--- src/rtl/tracesys_pkg.sv ---
// Shared types and helpers for the trace system mux.
package tracesys_pkg;

  localparam int PKT_CNT_W = 16;

  typedef enum logic {ARB_IDLE, ARB_LOCKED} arb_state_e;

  function automatic int clog2_min1(input int n);
    return (n <= 2) ? 1 : $clog2(n);
  endfunction

endpackage

--- src/rtl/tracesys_skid_buffer.sv ---
// Two-entry registered skid buffer; upstream ready comes straight from a flop.
module tracesys_skid_buffer #(
  parameter int WIDTH = 8
) (
  input  logic             clk,
  input  logic             reset,
  input  logic             in_valid,
  output logic             in_ready,
  input  logic [WIDTH-1:0] in_data,
  output logic             out_valid,
  input  logic             out_ready,
  output logic [WIDTH-1:0] out_data
);

  logic             skid_valid;
  logic [WIDTH-1:0] skid_data;

  assign in_ready = !skid_valid;

  always_ff @(posedge clk) begin
    if (reset) begin
      out_valid  <= 1'b0;
      out_data   <= '0;
      skid_valid <= 1'b0;
      skid_data  <= '0;
    end else if (skid_valid) begin
      // Upstream is stalled while the skid holds a beat; drain it first.
      if (out_ready) begin
        out_data   <= skid_data;
        skid_valid <= 1'b0;
      end
    end else if (in_valid) begin
      if (!out_valid || out_ready) begin
        out_data  <= in_data;
        out_valid <= 1'b1;
      end else begin
        skid_data  <= in_data;
        skid_valid <= 1'b1;
      end
    end else if (out_ready) begin
      out_valid <= 1'b0;
    end
  end

endmodule

--- src/rtl/tracesys_mux_rr.sv ---
// Packet-granular round-robin Avalon-ST mux with channel tagging.
// Optional per-input packet counters under TRACESYS_MUX_STATS_EN.
module tracesys_mux_rr
  import tracesys_pkg::*;
#(
  parameter int NUM_INPUTS    = 2,
  parameter int DATA_WIDTH    = 8,
  localparam int CHANNEL_WIDTH = clog2_min1(NUM_INPUTS)
) (
  input  logic                             clk,
  input  logic                             reset,
  input  logic [NUM_INPUTS-1:0]            in_valid,
  output logic [NUM_INPUTS-1:0]            in_ready,
  input  logic [NUM_INPUTS*DATA_WIDTH-1:0] in_data,
  input  logic [NUM_INPUTS-1:0]            in_startofpacket,
  input  logic [NUM_INPUTS-1:0]            in_endofpacket,
  output logic                             out_valid,
  input  logic                             out_ready,
  output logic [DATA_WIDTH-1:0]            out_data,
  output logic [CHANNEL_WIDTH-1:0]         out_channel,
  output logic                             out_startofpacket,
  output logic                             out_endofpacket
`ifdef TRACESYS_MUX_STATS_EN
  ,
  input  logic                             stats_clear,
  output logic [NUM_INPUTS*PKT_CNT_W-1:0]  pkt_count
`endif
);

  localparam int CH_W  = CHANNEL_WIDTH;
  localparam int PAY_W = CH_W + 2 + DATA_WIDTH;

  arb_state_e      state, state_n;
  logic [CH_W-1:0] rr_ptr, rr_ptr_n, grant, grant_n;
  logic [CH_W-1:0] winner, sel;
  logic            found, sel_valid, sel_eop, accept;
  logic            skid_ready, acc_ready;
  logic [PAY_W-1:0] pay_in, pay_out;

  function automatic logic [CH_W-1:0] next_idx(input logic [CH_W-1:0] idx);
    return (idx == CH_W'(NUM_INPUTS-1)) ? '0 : idx + 1'b1;
  endfunction

  assign acc_ready = skid_ready && !reset;

  always_ff @(posedge clk) begin
    if (reset) begin
      state  <= ARB_IDLE;
      rr_ptr <= '0;
      grant  <= '0;
    end else begin
      state  <= state_n;
      rr_ptr <= rr_ptr_n;
      grant  <= grant_n;
    end
  end

  always_comb begin
    found     = 1'b0;
    winner    = '0;
    in_ready  = '0;
    state_n   = state;
    rr_ptr_n  = rr_ptr;
    grant_n   = grant;
    // First valid input at or above rr_ptr, wrapping.
    for (int k = 0; k < NUM_INPUTS; k++) begin
      if (!found && in_valid[(int'(rr_ptr) + k) % NUM_INPUTS]) begin
        found  = 1'b1;
        winner = CH_W'((int'(rr_ptr) + k) % NUM_INPUTS);
      end
    end
    sel       = (state == ARB_LOCKED) ? grant : winner;
    sel_valid = (state == ARB_LOCKED) ? in_valid[sel] : found;
    sel_eop   = in_endofpacket[sel];
    if (state == ARB_LOCKED || found) in_ready[sel] = acc_ready;
    accept = sel_valid && acc_ready;
    if (accept) begin
      if (sel_eop) begin
        state_n  = ARB_IDLE;
        rr_ptr_n = next_idx(sel);
      end else if (state == ARB_IDLE) begin
        state_n = ARB_LOCKED;
        grant_n = sel;
      end
    end
  end

  assign pay_in = {sel, in_startofpacket[sel], sel_eop,
                   in_data[int'(sel)*DATA_WIDTH +: DATA_WIDTH]};

  tracesys_skid_buffer #(.WIDTH(PAY_W)) u_skid (
    .clk       (clk),
    .reset     (reset),
    .in_valid  (sel_valid),
    .in_ready  (skid_ready),
    .in_data   (pay_in),
    .out_valid (out_valid),
    .out_ready (out_ready),
    .out_data  (pay_out)
  );

  assign {out_channel, out_startofpacket, out_endofpacket, out_data} = pay_out;

`ifdef TRACESYS_MUX_STATS_EN
  // Clear has priority over a same-cycle EOP increment.
  always_ff @(posedge clk) begin
    if (reset || stats_clear)
      pkt_count <= '0;
    else if (accept && sel_eop)
      pkt_count[int'(sel)*PKT_CNT_W +: PKT_CNT_W] <=
        pkt_count[int'(sel)*PKT_CNT_W +: PKT_CNT_W] + 1'b1;
  end
`endif

endmodule

--- config.mk ---
export PLATFORM = sky130hd
export DESIGN_NAME = tracesys_mux_rr
export DESIGN_NICKNAME = d
export VERILOG_FILES = /design/src/rtl/tracesys_pkg.sv /design/src/rtl/tracesys_skid_buffer.sv /design/src/rtl/tracesys_mux_rr.sv
export SDC_FILE = /design/constraint.sdc
export NUM_CORES = 1
export LEC_CHECK = 0
export CAP_MARGIN = 5
export CORE_UTILIZATION = 47
export CTS_CLUSTER_SIZE = 16
export DETAILED_ROUTE_END_ITERATION = 10
export PLACE_DENSITY = 0.79
export SLEW_MARGIN = 20
export SYNTH_ARGS = -nofsm -noshare
export SYNTH_HDL_FRONTEND = slang
export SYNTH_HIERARCHICAL = 1
export SYNTH_SLANG_ARGS = --single-unit
--- constraint.sdc ---
create_clock -name clk -period 2.3 [get_ports clk]
set_input_delay 0.23 -clock clk [delete_from_list [all_inputs] [get_ports clk]]
set_output_delay 0.23 -clock clk [all_outputs]
set_load 0.005 [all_outputs]
==> impl_metrics.yaml <==
status:
  status: "completed"
place:
  gp_congestion: 0.881
  portBuffers: 38
  hpwl_um: 2350
clock_tree:
  clock_sinks: 27
  cts.clk_slew.worst_paths_ns: 0.15
  ctsLongestPathBuffers: 2
  clk_latency_ns: 0.33
  cts_inserted_buffers: 3
  h-tree-depth: 1
  cts.root.buffer_cell: "clkbuf_4"
  cts_tree: "built"
finish:
  layout_commonest_cell: "clkdlybuf4s50_1"
  antenna_cells: 0
  num-nets-final: 217
  multiInputGateArea_um2: 773
  area_growth_pct: 33.1
  final_cell_mix: "clkdlybuf4s50_1, a21oi_1, dfxtp_1"
  fin_util_pct: 66.8
  fillers: 231
  regArea_um2: 541
  drive_gt1_share_pct: 21.5
critical_path:
  crit_arrival_ns: 1.82
  worstPathRequired_ns: 2.07
  critPathLaunch: "u_skid/skid_valid"
  start_kind: "flip-flop"
  cp_max_fo: 11
  end_kind: "output pin"
  r2r-start: "state"
  crit_type: "reg2out"
global_route:
  grt_antenna_before_repair: 0
  grt_first_pass_wirelength_um: 5500
  gr-total-overflow: 0
  grt_util_all_layers_pct: 21.9
  grt_pass1_vias: 1289
  grt_max_degree: 27
worst_hold_path:
  hold_class: "reg2reg"
  min_from: "u_skid/skid_data[9]"
synth:
  synth_flop_cell: "dfxtp_1"
  yosysWarnings: 6
  synth_edf_count: 0
  async_flop_share_pct: 0
  synth.avg_cell_area_um2: 9.37
  yosys.cell_types.count: 28
  synth-seq-cells: 27
  seq_area_frac_synth_pct: 38.7
  syn_inst: 149
  netlist_area_um2: 1400
  syn-num-nets: 174
timing:
  setup_viol_count_final: 0
  rsz0062_at_grt: "false"
  slew_headroom_pct: 59.8
  drv_slew: 0
  period_share_pct: 89.3
  setup-tns-final_ns: 0
  hold_ws_ns: 0.469
  fin_crit_ns: 2.05
  hold_viol_final: 0
  skew_ns: 0.00771
  worst-slew-pin-transition_ns: 0.602
  fmax_ghz: 0.487
flow_run:
  cap_violations: 0
floorplanning:
  num_rows: 19
  die_area_um2: 3190
  start_util_pct: 50.2
  ios: 39
  die_w_um: 56.5
  die_h_um: 56.5
  coreArea_um2: 2780
detailed_routing:
  routed_wl_um: 3300
  firstDrtPassIters: 4
  drtAntennaViolNets: 0
  vias: 1245
  avgViaCountPerCell: 5.61
  drcViolationCount: 0
  drt_iter0_markers: 16
  wl_per_cell_um: 14.9
power:
  peakVddDrop_mv: 0.386
  p_per_area_nw_per_um2: 587
  power.leakage_nw: 0.649
-- cell usage after synthesis, types with 2 or more instances --
library cell	n	share of area, %
buf_2	6	2.2
nand2_1	25	6.7
clkbuf_1	2	0.54
inv_1	4	1.1
mux2_2	10	8.1
buf_6	2	1.6
a21oi_1	27	9.7
a211oi_2	11	9.9
dfxtp_1	27	39
nand2b_1	2	0.90
nor2_1	2	0.54
mux2i_1	13	9.3
nor2b_1	2	0.90
o21ai_0	2	0.72
-- report_power, final --
part           internal, mW  switching (mW)  total [mW]
Clock                0.0654           0.143       0.208
Sequential            0.510          0.0321       0.543
Combinational         0.193           0.147       0.340
Total                 0.769           0.322        1.09
-- metrics by stage --
| stage | instances | cell area [um^2] | worst slack [ns] | power, mW |
|---|---|---|---|---|
| after global placement | 215 | 1810 | 0.183 | 0.873 |
| final | 222 | 1860 | 0.247 | 1.09 |
| after detailed placement | 215 | 1810 | 0.0946 | 0.884 |
| after floorplan | 149 | 1400 | 0.617 | 0.739 |
| after CTS | 219 | 1840 | 0.0970 | 1.10 |
| after global routing | 222 | 1860 | 0.106 | 1.15 |
-- state kept, by name (all words and copies together) (netlist names) --
register           flops
rr_ptr                 1
grant                  1
u_skid/skid_data      11
u_skid/skid_valid      1
u_skid/out_data       11
u_skid/out_valid       1
state                  1
-- routing by layer --
layer	wire (um)	track usage, %	part of all wire [%]	vias up
met5	0	0	0	-
met1	1410	25.3	43	599
met4	42	7.67	1.3	0
met2	1740	41.2	53	24
met3	113	2.30	3.4	4
li1	-	-	-	618
-- worst max-delay path, cell delays in order, from the launching register on --
cell and delay, ns:
dfxtp_1 0.64, inv_1 0.16, o311ai_0 0.15, nor2_1 0.09
clkdlybuf4s50_1 0.46
-- final timing paths --
| check | end | slack [ns] | cells after the start |
|---|---|---|---|
| setup reg to reg | u_skid/out_data[4] | 0.47 | 7 |
| hold reg to reg | u_skid/skid_data[9] | 0.47 | 2 |
| hold / removal | u_skid/skid_data[9] | 0.47 | 2 |
| setup / recovery | in_ready[0] | 0.25 | 4 |
-- cells by family after synthesis --
family                 after synthesis  share of synthesized area (%)
AO/OA/AOI/OAI                       46                           24.8
buffers and inverters               15                           5.91
flip-flops                          27                           38.7
multiplexers                        23                           17.4
AND/OR/NAND/NOR                     38                           13.2
-- area by class of cell --
| type | instances | area share [%] |
|---|---|---|
| clock buffer | 3 | 1.21 |
| clock inverter | 1 | 0.269 |
| inverter | 4 | 0.808 |
| multi-input combinational | 107 | 41.6 |
| sequential | 27 | 29.1 |
| tap | 31 | 2.09 |
| timing repair buffer | 49 | 24.9 |
-- what timing repair did --
| action | in CTS | in global routing |
|---|---|---|
| gates resized for setup | 0 | 0 |
| hold buffers | 0 | 0 |
| setup buffers | 0 | 3 |
| endpoints found under the setup margin | 0 | 1 |
| endpoints found under the hold margin | 0 | 0 |
Power figures use the tool's default switching activity.
